--- config.mk ---
export PLATFORM = sky130hd
export DESIGN_NAME = wave_capture_trig
export DESIGN_NICKNAME = d
export VERILOG_FILES = /design/src/rtl/wave_capture_pkg.sv /design/src/rtl/wave_trigger_detect.sv /design/src/rtl/wave_capture_trig.sv
export SDC_FILE = /design/constraint.sdc
export NUM_CORES = 1
export LEC_CHECK = 0
export ABC_AREA = 1
export BUFFER_PORTS_ARGS = -buffer_cell sky130_fd_sc_hd__buf_2
export CORE_ASPECT_RATIO = 1.2
export CORE_MARGIN = 2
export CORE_UTILIZATION = 60
export CTS_CLUSTER_SIZE = 12
export DETAILED_ROUTE_END_ITERATION = 8
export MAX_ROUTING_LAYER = met4
export PLACE_DENSITY = 0.85
export SLEW_MARGIN = 0
export SYNTH_ARGS = -nofsm -noshare
export SYNTH_HDL_FRONTEND = slang
export SYNTH_SLANG_ARGS = --single-unit
--- constraint.sdc ---
create_clock -name clk -period 5.3 [get_ports clk]
set_input_delay 0.53 -clock clk [delete_from_list [all_inputs] [get_ports clk]]
set_output_delay 0.53 -clock clk [all_outputs]
set_load 0.05 [all_outputs]
--- src/rtl/wave_capture_pkg.sv ---
// Shared encodings for the waveform trigger-and-capture front end.
package wave_capture_pkg;

  typedef enum logic [1:0] {
    ST_ARMED     = 2'b00,
    ST_ACTIVE    = 2'b01,
    ST_WAIT_READ = 2'b10
  } cap_state_e;

  localparam logic [1:0] TRIG_RISE = 2'd0;
  localparam logic [1:0] TRIG_FALL = 2'd1;
  localparam logic [1:0] TRIG_FREE = 2'd2;
  localparam logic [1:0] TRIG_AUTO = 2'd3;

endpackage

--- src/rtl/wave_trigger_detect.sv ---
// Level-crossing trigger detector: previous-sample history, crossing
// comparators and the auto-mode timeout counter.
module wave_trigger_detect
  import wave_capture_pkg::*;
#(
  parameter int SAMPLE_W     = 16,
  parameter int AUTO_TIMEOUT = 4096
) (
  input  logic                       clk,
  input  logic                       reset_n,
  input  logic                       clear,
  input  logic                       armed,
  input  logic                       sample_vld,
  input  logic signed [SAMPLE_W-1:0] sample,
  input  logic        [1:0]          trig_mode,
  input  logic signed [SAMPLE_W-1:0] trig_level,
  output logic                       trig,
  output logic                       forced
);

  localparam int CNT_W = $clog2(AUTO_TIMEOUT + 1);
  localparam logic [CNT_W-1:0] TIMEOUT_LAST = CNT_W'(AUTO_TIMEOUT - 1);

  logic signed [SAMPLE_W-1:0] prev_q;
  logic                       prev_valid_q;
  logic        [CNT_W-1:0]    cnt_q;
  logic                       rise, fall, timeout;

  always_ff @(posedge clk) begin
    if (sample_vld) prev_q <= sample;
  end

  // Clear wins over a same-cycle sample so the first sample after arming
  // only primes the history.
  always_ff @(posedge clk or negedge reset_n) begin
    if (!reset_n) begin
      prev_valid_q <= 1'b0;
      cnt_q        <= '0;
    end else begin
      if (clear)           prev_valid_q <= 1'b0;
      else if (sample_vld) prev_valid_q <= 1'b1;

      if (clear || (armed && trig_mode != TRIG_AUTO))
        cnt_q <= '0;
      else if (armed && sample_vld && !trig)
        cnt_q <= cnt_q + 1'b1;
    end
  end

  assign rise    = prev_valid_q && (prev_q <  trig_level) && (sample >= trig_level);
  assign fall    = prev_valid_q && (prev_q >= trig_level) && (sample <  trig_level);
  assign timeout = (cnt_q == TIMEOUT_LAST);

  always_comb begin
    trig   = 1'b0;
    forced = 1'b0;
    if (armed && sample_vld) begin
      unique case (trig_mode)
        TRIG_RISE: trig = rise;
        TRIG_FALL: trig = fall;
        TRIG_FREE: trig = 1'b1;
        default: begin
          if (rise) begin
            trig = 1'b1;
          end else if (timeout) begin
            trig   = 1'b1;
            forced = 1'b1;
          end
        end
      endcase
    end
  end

endmodule

--- src/rtl/wave_capture_trig.sv ---
// Trigger-and-capture front end: writes one decimated offset-binary frame
// into the idle half of a ping-pong RAM, then hands it to the display.
module wave_capture_trig
  import wave_capture_pkg::*;
#(
  parameter int SAMPLE_W     = 16,
  parameter int OUT_W        = 8,
  parameter int ADDR_W       = 8,
  parameter int AUTO_TIMEOUT = 4096
) (
  input  logic                       clk,
  input  logic                       reset_n,
  input  logic                       new_sample_ready,
  input  logic signed [SAMPLE_W-1:0] new_sample_in,
  input  logic        [1:0]          trig_mode,
  input  logic signed [SAMPLE_W-1:0] trig_level,
  input  logic        [3:0]          decim,
  input  logic                       wave_display_idle,
  output logic        [ADDR_W:0]     write_address,
  output logic                       write_enable,
  output logic        [OUT_W-1:0]    write_sample,
  output logic                       read_index,
  output logic                       trig_forced
);

  localparam logic [ADDR_W-1:0] IDX_LAST = '1;
  localparam logic [OUT_W-1:0]  MSB_FLIP = {1'b1, {(OUT_W-1){1'b0}}};

  function automatic logic [OUT_W-1:0] to_offset_bin(input logic signed [SAMPLE_W-1:0] s);
    return s[SAMPLE_W-1 -: OUT_W] ^ MSB_FLIP;
  endfunction

  cap_state_e         state_q;
  logic [ADDR_W-1:0]  idx_q;
  logic [3:0]         dcnt_q;
  logic [3:0]         decim_q;
  logic               frame_forced_q;
  logic               we_q;
  logic [ADDR_W:0]    waddr_q;
  logic [OUT_W-1:0]   wsample_q;
  logic               rd_idx_q;
  logic               trig_forced_q;

  logic armed, arm_entry, trig, forced;
  logic [3:0] dcnt_d;

  assign armed     = (state_q == ST_ARMED);
  assign arm_entry = (state_q == ST_WAIT_READ) && wave_display_idle;
  assign dcnt_d    = (dcnt_q == decim_q) ? 4'd0 : dcnt_q + 4'd1;

  wave_trigger_detect #(
    .SAMPLE_W     (SAMPLE_W),
    .AUTO_TIMEOUT (AUTO_TIMEOUT)
  ) u_trig (
    .clk        (clk),
    .reset_n    (reset_n),
    .clear      (arm_entry),
    .armed      (armed),
    .sample_vld (new_sample_ready),
    .sample     (new_sample_in),
    .trig_mode  (trig_mode),
    .trig_level (trig_level),
    .trig       (trig),
    .forced     (forced)
  );

  always_ff @(posedge clk or negedge reset_n) begin
    if (!reset_n) begin
      state_q        <= ST_ARMED;
      idx_q          <= '0;
      dcnt_q         <= '0;
      decim_q        <= '0;
      frame_forced_q <= 1'b0;
      we_q           <= 1'b0;
      waddr_q        <= '0;
      wsample_q      <= '0;
      rd_idx_q       <= 1'b0;
      trig_forced_q  <= 1'b0;
    end else begin
      we_q <= 1'b0;
      unique case (state_q)
        ST_ARMED: begin
          // The triggering sample itself is frame index 0 and decimation phase 0.
          if (trig) begin
            we_q           <= 1'b1;
            waddr_q        <= {~rd_idx_q, {ADDR_W{1'b0}}};
            wsample_q      <= to_offset_bin(new_sample_in);
            decim_q        <= decim;
            dcnt_q         <= (decim == 4'd0) ? 4'd0 : 4'd1;
            idx_q          <= ADDR_W'(1);
            frame_forced_q <= forced;
            state_q        <= ST_ACTIVE;
          end
        end
        ST_ACTIVE: begin
          if (new_sample_ready) begin
            dcnt_q <= dcnt_d;
            if (dcnt_q == 4'd0) begin
              we_q      <= 1'b1;
              waddr_q   <= {~rd_idx_q, idx_q};
              wsample_q <= to_offset_bin(new_sample_in);
              idx_q     <= idx_q + 1'b1;
              if (idx_q == IDX_LAST) begin
                state_q       <= ST_WAIT_READ;
                trig_forced_q <= frame_forced_q;
              end
            end
          end
        end
        ST_WAIT_READ: begin
          if (wave_display_idle) begin
            rd_idx_q <= ~rd_idx_q;
            state_q  <= ST_ARMED;
          end
        end
        default: state_q <= ST_ARMED;
      endcase
    end
  end

  assign write_enable  = we_q;
  assign write_address = waddr_q;
  assign write_sample  = wsample_q;
  assign read_index    = rd_idx_q;
  assign trig_forced   = trig_forced_q;

endmodule

==> qor.yml <==
status: "complete, no violations"
syn_inst: 511
drt_pass1_iterations: 5
hold_viol: 0
crit_arrival_ps: 2960
clkSinkCount: 69
numCtsBuffers: 9
comb_power_share: 0.355
fillerInstances: 532
slew_headroom: 0.557
crit_slowest_cell: "nand2_4"
drt_iter0_drc: 249
diodes: 0
dpl_worst_slack_ps: 2290
rrSetupSlack_ps: 2640
worst_clock_skew_ps: 7.84
ir_drop_mv: 0.237
ys.warnings.count: 0
slew_violations: 0
post_drt_wl_per_cell_um: 13.5
cp_max_fo: 41
seqCellArea_um2: 1810
fin_setup_tns_ps: 0
internal_power_w: 0.00106
area_growth_pct: 13.2
wirelength_mm: 8.95
drive_gt1_frac: 0.161
cts_resized: 0
grt_pass1_wl_mm: 15.2
yosysSeqAreaShare: 0.433
clkPwrFrac: 0.240
gp_congestion: 0.909
synth_common_cells: "nand2_1, inv_1, nand3_1"
crit_buf_inv: 1
io_buffers: 61
period_minus_slack_ps: 2670
rsz0062_at_grt: "no"
synth-edff-count: 16
min_path_type: "in -> async"
slowest_delay_ps: 400
globalRoute.totalOverflow: 0
cts_hold_buffers: 0
tightest_slew_ps: 665
synth_seq_cells: 69
grt_pass1_vias: 3437
grt_max_degree: 54
power_frac_seq: 0.405
htreeDepth: 3
grt_antenna_before_repair: 0
yosysMostFrequentCell: "nand2_1"
power.density_nw_per_um2: 382
fp.dieW_um: 80.2
fin_crit_sh: 0.503
worstPathRequired_ps: 5590
layoutNonFillerInstCount: 664
place_inst: 648
finalSetupViolCount: 0
synth_area_per_cell_um2: 8.17
die-area_um2: 7640
critPathKind: "in -> reg"
rows: 33
start_util: 0.617
start_kind: "primary input"
final_antenna_net_count: 0
p_leak_nw: 2.65
vias: 3581
clk_pin_slew_ps: 80
die-height_um: 95.4
ys_async_sr_fraction: 0.768
switchingPower_w: 0.000746
yosysUniqueCellTypes: 35
cts_max_path_buffers: 2
fin_util: 0.698
max_freq_ghz: 0.375
setup_ws_ps: 2630
regToRegStartpoint: "u_trig.prev_q[11]"
ios: 62
crit_family: "simple AND/OR/NAND/NOR gates"
cts_tree: "done"
ys.flop_type: "dfrtp_1"
clockRootBuffer: "clkbuf_8"
route.detailed.drc: 0
path_cells: "buf_2, ha_1, nand2_1, o21ai_0, a21oi_1, nand3_1, nand3_1, nand3_1, nand2_2, nand3_4, nand2_4, nand2_1, nand2_1"
core_um2: 6770
synth_fp_nets: 589
end_kind: "flop"
max_cap_viol_count: 0
multi_input_area_um2: 2020
yosysTopAreaCellShare: 0.318
rr_endpoint: "write_address[8]"
via_per_inst: 5.39
totalPowerFinal_w: 0.00180
dp_hpwl_mm: 6.52
ys_top_cells_by_area: "dfrtp_1, nand2_1, edfxtp_1"
synth_largest_area_cell: "dfrtp_1"
worst_skew_pair.late_latency_ps: 350
synth_area_um2: 4180
r2r_cells: 12
power_switching_share: 0.413
postCtsSetupRepairBufs: 0
nets: 650
grt.total_usage: 0.262
## layout by cell type (no fill, tap or decap)
master and instances:
nand2_2 5, xnor2_1 4, nand3_2 1, inv_6 1, ha_1 36, nand4_1 19, a21oi_1 10, bufinv_16 1
nand2_4 1, nand2_1 134, clkinv_4 1, o31ai_1 1, buf_4 3, nor2_1 40, dfrtp_1 53, clkinv_2 1
nand3_1 63, nor3b_1 2, edfxtp_1 16, mux2_2 1, clkbuf_8 9, a221oi_1 1, nor2_2 1, o21ai_1 4
inv_2 1, clkinv_1 1, a21o_1 2, xor2_1 18, buf_2 61, nor3_2 1, nand3_4 1, clkinvlp_4 3
o21bai_1 1, inv_1 67, o21ai_0 6, nor3_1 4, a21oi_2 1, nor4_1 2
## worst max-delay path by stage
stage	startpoint	endpoint	slack (ps)	cells after the start
finish	new_sample_in[15]	write_address[8]	2630	13
global route	new_sample_in[15]	write_address[8]	2370	13
CTS	u_trig.prev_q[11]	write_address[8]	2600	12
detailed placement	new_sample_in[15]	idx_q[1]	2290	13
global placement	new_sample_in[15]	write_sample[6]	2350	13
floorplan	trig_level[13]	u_trig.cnt_q[10]	3100	17
## metal layers
metal | track usage | routed length, um
met1 | 0.316 | 3750
met4 | 0.0819 | 152
met2 | 0.449 | 4660
met5 | - | 0
met3 | 0.0426 | 386
## cell families (layout without fill, tap and decap cells)
| kind of cell | Yosys count | count (layout) | share of synthesized area |
|---|---|---|---|
| XOR/XNOR | 22 | 22 | 0.0461 |
| multiplexers | 1 | 1 | 0.00270 |
| adder cells (fa/ha/maj) | 36 | 36 | 0.108 |
| flip-flops | 69 | 69 | 0.433 |
| AND/OR/NAND/NOR | 274 | 274 | 0.292 |
| AO/OA/AOI/OAI | 26 | 26 | 0.0354 |
| buffers and inverters | 83 | 149 | 0.0827 |
## final cells by class
type                       instances  area share
timing repair buffer              64      0.0694
clock buffer                       9      0.0262
inverter                          69      0.0548
tap                               87      0.0230
clock inverter                     7      0.0159
sequential                        69       0.382
multi-input combinational        359       0.428
## power groups by stage
stage          clock (W)  combinational [W]  sequential, W
3_5_place_dp           0           0.000641       0.000741
2_1_floorplan          0           0.000344       0.000880
6_report        0.000432           0.000641       0.000732
4_1_cts         0.000438           0.000646       0.000731
5_1_grt         0.000460           0.000717       0.000743
3_3_place_gp           0           0.000616       0.000735
## stage by stage
stage / hold slack (ps) / area [um^2]
6_report: 284 / 4720
5_1_grt: 356 / 4720
4_1_cts: 319 / 4720
3_5_place_dp: 482 / 4530
3_3_place_gp: 436 / 4530
2_1_floorplan: 234 / 4180
## flip-flops by register name, summed over array words and instances (netlist names)
signal               cells
state_q                  2
write_address            9
trig_forced              1
idx_q                    8
u_trig.prev_q           16
write_enable             1
write_sample             8
decim_q                  4
read_index               1
u_trig.prev_valid_q      1
dcnt_q                   4
frame_forced_q           1
u_trig.cnt_q            13
Power figures use the tool's default switching activity.
